<file path="config.mk">
export PLATFORM = sky130hd
export DESIGN_NAME = bias_stream_loader_flat
export DESIGN_NICKNAME = d
export VERILOG_FILES = /design/src/rtl/bias_stream_loader_if.sv /design/src/rtl/bias_stream_loader.sv /design/src/flat_wrapper.sv
export SDC_FILE = /design/constraint.sdc
export NUM_CORES = 1
export LEC_CHECK = 0
export ABC_CLOCK_PERIOD_IN_PS = 4300
export CORE_ASPECT_RATIO = 2
export CORE_UTILIZATION = 35
export DETAILED_ROUTE_END_ITERATION = 12
export PLACE_DENSITY = 0.57
export SLEW_MARGIN = 20
export SYNTH_ARGS = -nofsm -noshare
export SYNTH_HDL_FRONTEND = slang
export SYNTH_SLANG_ARGS = --single-unit
</file>
<file path="constraint.sdc">
create_clock -name clk -period 4.3 [get_ports clk]
set_input_delay 0.43 -clock clk [delete_from_list [all_inputs] [get_ports clk]]
set_output_delay 0.43 -clock clk [all_outputs]
set_load 0.05 [all_outputs]
</file>
<file path="src/rtl/bias_stream_loader_if.sv">
// Lane-parallel input/output stream bundle for the bias loader.
// Handshakes are valid/ready; payload is an unpacked array of lanes.
interface bias_stream_loader_if #(
    parameter int LANES = 1,
    parameter int W     = 16
) ();
    logic [W-1:0] data_in [LANES];
    logic         data_in_valid;
    logic         data_in_ready;
    logic [W-1:0] data_out [LANES];
    logic         data_out_valid;
    logic         data_out_ready;

    modport slave (
        input  data_in, data_in_valid, data_out_ready,
        output data_in_ready, data_out, data_out_valid
    );

    modport master (
        output data_in, data_in_valid, data_out_ready,
        input  data_in_ready, data_out, data_out_valid
    );
endinterface

</file>
<file path="src/rtl/bias_stream_loader.sv">
// Captures one bias tensor into RAM, then replays it beat by beat forever.
// First beat 2 cycles after STREAM entry; 2-entry skid absorbs output stalls, input ready is state-only.
module bias_stream_loader #(
    parameter int BIAS_TENSOR_SIZE_DIM_0 = 32,
    parameter int BIAS_TENSOR_SIZE_DIM_1 = 1,
    parameter int BIAS_PRECISION_0       = 16,
    parameter int BIAS_PRECISION_1       = 3,
    parameter int BIAS_PARALLELISM_DIM_0 = 1,
    parameter int BIAS_PARALLELISM_DIM_1 = 1
) (
    input  logic                 clk,
    input  logic                 rst,
    bias_stream_loader_if.slave  bus,
    input  logic                 load_start,
    output logic                 loaded,
    output logic                 pass_done
);
    localparam int W      = BIAS_PRECISION_0;
    localparam int LANES  = BIAS_PARALLELISM_DIM_0 * BIAS_PARALLELISM_DIM_1;
    localparam int DEPTH  = (BIAS_TENSOR_SIZE_DIM_0 * BIAS_TENSOR_SIZE_DIM_1) / LANES;
    localparam int BW     = LANES * W;
    localparam int PW     = $clog2(DEPTH + 1);
    localparam int AW     = (DEPTH > 1) ? $clog2(DEPTH) : 1;
    localparam int RAM_N  = 1 << AW;
    localparam logic [PW-1:0] LAST = PW'(DEPTH - 1);

    if (BIAS_PRECISION_1 > BIAS_PRECISION_0) begin : g_bad_frac
        $error("fractional bits exceed element width");
    end
    if (DEPTH * LANES != BIAS_TENSOR_SIZE_DIM_0 * BIAS_TENSOR_SIZE_DIM_1) begin : g_bad_depth
        $error("tensor size is not a whole number of beats");
    end

    typedef enum logic [1:0] {IDLE, LOAD, STREAM} state_t;
    state_t state_q, state_d;

    logic [PW-1:0] wr_ptr_q, rd_ptr_q;
    logic [BW-1:0] ram [0:RAM_N-1];
    logic [BW-1:0] wr_dat, rd_dat;
    logic          rd_vld_q, rd_last_q;

    logic [BW-1:0] buf_dat  [2];
    logic          buf_last [2];
    logic          buf_rd_idx, buf_wr_idx;
    logic [1:0]    buf_cnt;

    logic       wr_en, last_wr, stream_run, rd_en, out_fire, push;
    logic [1:0] occ, occ_after;

    // A load_start in LOAD restarts the capture, so it wins over a coincident beat.
    assign wr_en      = (state_q == LOAD) && bus.data_in_valid && !load_start;
    assign last_wr    = wr_en && (wr_ptr_q == LAST);
    assign stream_run = (state_q == STREAM) && !load_start;

    assign bus.data_in_ready  = (state_q == LOAD);
    assign bus.data_out_valid = (buf_cnt != 2'd0);
    assign out_fire           = bus.data_out_valid && bus.data_out_ready;
    assign pass_done          = out_fire && buf_last[buf_rd_idx];

    // Beats already buffered plus one in flight must never exceed the two skid slots.
    assign occ       = buf_cnt + {1'b0, rd_vld_q};
    assign occ_after = occ - {1'b0, out_fire};
    assign rd_en     = stream_run && (occ_after < 2'd2);
    assign push      = rd_vld_q && stream_run;

    always_comb begin
        wr_dat = '0;
        for (int j = 0; j < LANES; j++) begin
            wr_dat[j*W +: W] = bus.data_in[j];
        end
    end

    always_comb begin
        for (int j = 0; j < LANES; j++) begin
            bus.data_out[j] = buf_dat[buf_rd_idx][j*W +: W];
        end
    end

    always_comb begin
        state_d = state_q;
        case (state_q)
            IDLE:    if (load_start) state_d = LOAD;
            LOAD:    if (last_wr)    state_d = STREAM;
            STREAM:  if (load_start) state_d = LOAD;
            default: state_d = IDLE;
        endcase
    end

    always_ff @(posedge clk or posedge rst) begin
        if (rst) begin
            state_q <= IDLE;
        end else begin
            state_q <= state_d;
        end
    end

    always_ff @(posedge clk or posedge rst) begin
        if (rst) begin
            wr_ptr_q  <= '0;
            rd_ptr_q  <= '0;
            rd_vld_q  <= 1'b0;
            rd_last_q <= 1'b0;
            loaded    <= 1'b0;
        end else begin
            if (load_start) begin
                wr_ptr_q <= '0;
            end else if (wr_en) begin
                wr_ptr_q <= last_wr ? '0 : wr_ptr_q + PW'(1);
            end

            if (!stream_run) begin
                rd_ptr_q <= '0;
            end else if (rd_en) begin
                rd_ptr_q <= (rd_ptr_q == LAST) ? '0 : rd_ptr_q + PW'(1);
            end

            rd_vld_q  <= rd_en;
            rd_last_q <= rd_en && (rd_ptr_q == LAST);

            if (load_start) begin
                loaded <= 1'b0;
            end else if (last_wr) begin
                loaded <= 1'b1;
            end
        end
    end

    // Tensor storage is intentionally left unreset; only a fresh load defines it.
    always_ff @(posedge clk) begin
        if (wr_en) begin
            ram[wr_ptr_q[AW-1:0]] <= wr_dat;
        end
        if (rd_en) begin
            rd_dat <= ram[rd_ptr_q[AW-1:0]];
        end
    end

    always_ff @(posedge clk or posedge rst) begin
        if (rst) begin
            buf_dat[0]  <= '0;
            buf_dat[1]  <= '0;
            buf_last[0] <= 1'b0;
            buf_last[1] <= 1'b0;
            buf_rd_idx  <= 1'b0;
            buf_wr_idx  <= 1'b0;
            buf_cnt     <= 2'd0;
        end else if (!stream_run) begin
            buf_rd_idx <= 1'b0;
            buf_wr_idx <= 1'b0;
            buf_cnt    <= 2'd0;
        end else begin
            if (push) begin
                buf_dat[buf_wr_idx]  <= rd_dat;
                buf_last[buf_wr_idx] <= rd_last_q;
                buf_wr_idx           <= ~buf_wr_idx;
            end
            if (out_fire) begin
                buf_rd_idx <= ~buf_rd_idx;
            end
            buf_cnt <= buf_cnt + {1'b0, push} - {1'b0, out_fire};
        end
    end
endmodule

</file>
<file path="src/flat_wrapper.sv">
// flat-port wrapper written by rule: the top's interface ports become plain ports
module bias_stream_loader_flat 
#(
    parameter int BIAS_TENSOR_SIZE_DIM_0 = 32,
    parameter int BIAS_TENSOR_SIZE_DIM_1 = 1,
    parameter int BIAS_PRECISION_0       = 16,
    parameter int BIAS_PRECISION_1       = 3,
    parameter int BIAS_PARALLELISM_DIM_0 = 1,
    parameter int BIAS_PARALLELISM_DIM_1 = 1
)
  (clk, rst, load_start, loaded, pass_done, bus_data_in, bus_data_in_valid, bus_data_out_ready, bus_data_in_ready, bus_data_out, bus_data_out_valid);
  bias_stream_loader_if bus_i ();
  input  logic clk;
  input  logic rst;
  input  logic load_start;
  output logic loaded;
  output logic pass_done;
  input wire logic [$bits(bus_i.data_in)-1:0] bus_data_in;
  input wire logic [$bits(bus_i.data_in_valid)-1:0] bus_data_in_valid;
  input wire logic [$bits(bus_i.data_out_ready)-1:0] bus_data_out_ready;
  output wire logic [$bits(bus_i.data_in_ready)-1:0] bus_data_in_ready;
  output wire logic [$bits(bus_i.data_out)-1:0] bus_data_out;
  output wire logic [$bits(bus_i.data_out_valid)-1:0] bus_data_out_valid;
  assign bus_i.data_in = {>>{bus_data_in}};
  assign bus_i.data_in_valid = bus_data_in_valid;
  assign bus_i.data_out_ready = bus_data_out_ready;
  assign bus_data_in_ready = bus_i.data_in_ready;
  assign bus_data_out = {>>{bus_i.data_out}};
  assign bus_data_out_valid = bus_i.data_out_valid;
  bias_stream_loader #(.BIAS_TENSOR_SIZE_DIM_0(BIAS_TENSOR_SIZE_DIM_0), .BIAS_TENSOR_SIZE_DIM_1(BIAS_TENSOR_SIZE_DIM_1), .BIAS_PRECISION_0(BIAS_PRECISION_0), .BIAS_PRECISION_1(BIAS_PRECISION_1), .BIAS_PARALLELISM_DIM_0(BIAS_PARALLELISM_DIM_0), .BIAS_PARALLELISM_DIM_1(BIAS_PARALLELISM_DIM_1)) u_core (.clk(clk), .rst(rst), .bus(bus_i), .load_start(load_start), .loaded(loaded), .pass_done(pass_done));
endmodule
</file>
==> flow_metrics.py <==
metrics = {
    "outcome": {
        "outcome": "finished, final reports clean",
    },
    "placed_design": {
        "port_buffers": 40,
        "numPlacedInstances": 2194,
        "gp_congestion": 0.8059,
        "place_ws_ps": 1185,
        "post-dp-hpwl_mm": 36.83,
        "place_area_sq_um": 24710,
    },
    "worst_hold_path": {
        "hp-class": "input pin to async pin",
    },
    "global_route": {
        "grt_pass1_vias": 12258,
        "grt_pass1_wl_mm": 81.22,
        "grt-ovfl-total": 0,
        "grt_max_degree": 58,
        "antenna_found_initial": 1,
        "grt.total_usage_pct": 16.99,
    },
    "clock_network": {
        "numCtsBuffers": 47,
        "cts_tree": "built",
        "clk_pin_slew_ps": 70,
        "clk_latency_ps": 590,
        "clockBufferDepth": 3,
        "cts_max_level": 2,
        "cts_root_buf": "clkbuf_16",
        "cts_resized": 0,
        "clock_sinks": 583,
        "ctsHoldBuffers": 0,
        "postCtsSetupRepairBufs": 0,
    },
    "worst_setup_path": {
        "reg2reg_depth": 5,
        "reg2reg_to": "u_core.rd_dat[7]",
        "cp_data_arrival_time_ps": 2650,
        "slowest_delay_ps": 880,
        "crit_type": "flip-flop to output pin",
        "crit_chain": "mux2_2 -> clkdlybuf4s50_1",
        "worst_setup_path_end_kind": "output pin",
        "cp_max_fo": 18,
        "ff2ff_setup_slack_ps": 1430,
        "critPathSlowestCell": "dfrtp_1",
        "r2r_start": "u_core.rd_ptr_q[4]",
        "required_ps": 3870,
        "worstSetupStartpointType": "flip-flop",
    },
    "finish": {
        "regArea_sq_um": 17240,
        "final_nets": 1400,
        "diodes": 0,
        "fin_cells": 2278,
        "drive_gt1_share_pct": 14.71,
        "fillerInstances": 5736,
        "multi_input_area_sq_um": 5523,
        "area_growth_pct": 13.03,
        "design_area_sq_um": 26090,
    },
    "routing": {
        "maxUsedRoutingLayer": "met4",
        "wl_per_cell_um": 24.56,
        "wl_met3_mm": 1.362,
        "drt-met1-wl_mm": 18.69,
        "remaining_drc_errors": 0,
        "dr.pass1.iters": 5,
        "ant_nets": 0,
        "first_iter_violations": 792,
        "vias": 11555,
        "totalWireLength_mm": 55.94,
        "vias_per_cell": 5.072,
        "met2_length_mm": 33.26,
    },
    "timing": {
        "setup_ws_ps": 1220,
        "finalSetupTns_ps": 0,
        "min_period_ps": 3080,
        "worst_pin_slew_ps": 1099,
        "final-hold-violation-count": 0,
        "post-route-period-util_pct": 71.64,
        "slew_violations": 0,
        "max_freq_mhz": 324.6,
        "finalSetupViolations": 0,
        "rsz0062_at_grt": "no",
        "max_slew_margin_pct": 26.49,
        "skew_ps": 27.01,
    },
    "floorplanning": {
        "dieArea_sq_um": 67040,
        "core_sq_um": 64910,
        "start_util_pct": 35.56,
        "io_pins": 41,
        "placementRows": 132,
        "die_h_um": 365.2,
        "die_w_um": 183.6,
    },
    "logic_synthesis": {
        "synthArstFlopShare_pct": 9.434,
        "synth.avg_cell_area_sq_um": 17.74,
        "ys.flop_type": "edfxtp_1",
        "synthDistinctLibCells": 51,
        "synth_cells": 1301,
        "syn-cell-area_sq_um": 23080,
        "synth_nets": 1329,
        "ys_ff_latch": 583,
        "ys_warn_count": 0,
        "synth_edf_count": 528,
        "seq_area_frac_synth_pct": 74.66,
    },
    "power": {
        "p_leak_uw": 0.008047,
        "ir_drop_mv": 0.2547,
        "p_per_area_nw_per_um2": 400.8,
    },
    "flow_run": {
        "drv_cap": 0,
    },
}
-- per-layer routing --
| layer | vias to the layer above | GRT usage, % |
|---|---|---|
| met5 | - | 0 |
| met4 | 0 | 8.301 |
| met3 | 98 | 1.859 |
| met2 | 209 | 35.07 |
| met1 | 5954 | 16.01 |
| li1 | 5294 | - |
-- worst max path at each step --
| stage | slack [ps] | endpoint | startpoint |
|---|---|---|---|
| after floorplan | 2100 | pass_done | u_core.buf_rd_idx |
| after detailed placement | 1190 | u_core.buf_dat[29] | load_start |
| final | 1220 | bus_data_out[6] | u_core.buf_rd_idx |
| after global placement | 1260 | u_core.buf_dat[28] | load_start |
| after CTS | 1110 | bus_data_out[6] | u_core.buf_rd_idx |
| after global routing | 1100 | bus_data_out[6] | u_core.buf_rd_idx |
-- state kept, by name, indices dropped and copies added (netlist names) --
signal,flops
u_core.ram,512
u_core.buf_dat,32
u_core.rd_dat,16
u_core.rd_ptr_q,6
u_core.wr_ptr_q,6
u_core.buf_cnt,2
u_core.buf_last,2
u_core.state_q,2
u_core.buf_rd_idx,1
u_core.buf_wr_idx,1
u_core.loaded,1
u_core.rd_last_q,1
u_core.rd_vld_q,1
-- critical path, delay by kind of cell (launching register included) --
family | cells | cell delay, ps
buf+inv | 1 | 750
mux | 1 | 430
flops | 1 | 880
-- synth_stat cells, drive strengths merged (2+ instances only) --
library cell / instances / share of area [%]
o21ai: 4 / 0.087
o22ai: 2 / 0.054
mux2: 51 / 2.7
edfxtp: 528 / 69
nand3b: 3 / 0.098
nor4b: 4 / 0.41
nand3: 8 / 0.17
and2: 3 / 0.098
buf: 57 / 1.4
nor3: 4 / 0.087
nor4bb: 6 / 0.26
a22oi: 129 / 4.2
or3: 5 / 0.14
mux2i: 261 / 11
nand2: 19 / 0.34
ha: 7 / 0.38
a21oi: 5 / 0.11
xor2: 5 / 0.19
nand4: 33 / 0.89
clkbuf: 18 / 0.33
inv: 9 / 0.15
dfrtp: 55 / 6.0
nor2: 62 / 1.0
xnor2: 2 / 0.076
a21o: 2 / 0.065
and4b: 4 / 0.17
-- layout by cell type (no fill, tap or decap), drive strengths merged, types with 2 or more instances in the layout --
master / netlist / routed
edfxtp: 528 / 528
mux2i: 261 / 261
a22oi: 129 / 129
buf: 57 / 68
nor2: 62 / 62
clkbuf: 18 / 61
dfrtp: 55 / 55
mux2: 51 / 51
nand4: 33 / 33
clkdlybuf4s50: 0 / 29
nand2: 19 / 19
clkinv: 0 / 19
inv: 9 / 10
nand3: 8 / 8
ha: 7 / 7
nor4bb: 6 / 6
a21oi: 5 / 5
xor2: 5 / 5
or3: 5 / 5
nor3: 4 / 4
o21ai: 4 / 4
nor4b: 4 / 4
and4b: 4 / 4
nand3b: 3 / 3
and2: 3 / 3
o22ai: 2 / 2
a21o: 2 / 2
xnor2: 2 / 2
clkinvlp: 0 / 2
-- metrics by stage --
step | power (uW) | hold slack [ps] | utilization (%)
floorplan | 6379 | 453.3 | -
global placement | 6510 | 472.7 | 38.09
detailed placement | 6514 | 487.3 | 38.07
CTS | 10560 | 376.1 | 40.23
global route | 10750 | 382.7 | 40.19
finish | 10460 | 367.6 | 40.19
-- area by class of cell --
type / instances / area share (%)
Multi-Input combinational cell: 634 / 21.17
Clock buffer: 61 / 4.830
Clock inverter: 23 / 0.5563
Timing Repair Buffer: 97 / 3.074
Tap cell: 871 / 4.177
Inverter: 9 / 0.1295
Sequential cell: 583 / 66.06
-- cell families after synthesis --
family                     share of synthesized area (%)
and+or+nand+nor                                    4.115
muxes                                              13.97
DFF                                                74.66
adders and majority gates                         0.3794
buffers and inverters                              1.914
AOI/OAI and AO/OA                                  4.700
xor gates and xnor gates                          0.2656
-- where the power goes --
| part | internal (uW) | switching [uW] |
|---|---|---|
| clock | 2130 | 1950 |
| combinational | 35.0 | 142 |
| sequential | 6200 | 7.82 |
Power figures use the tool's default switching activity.
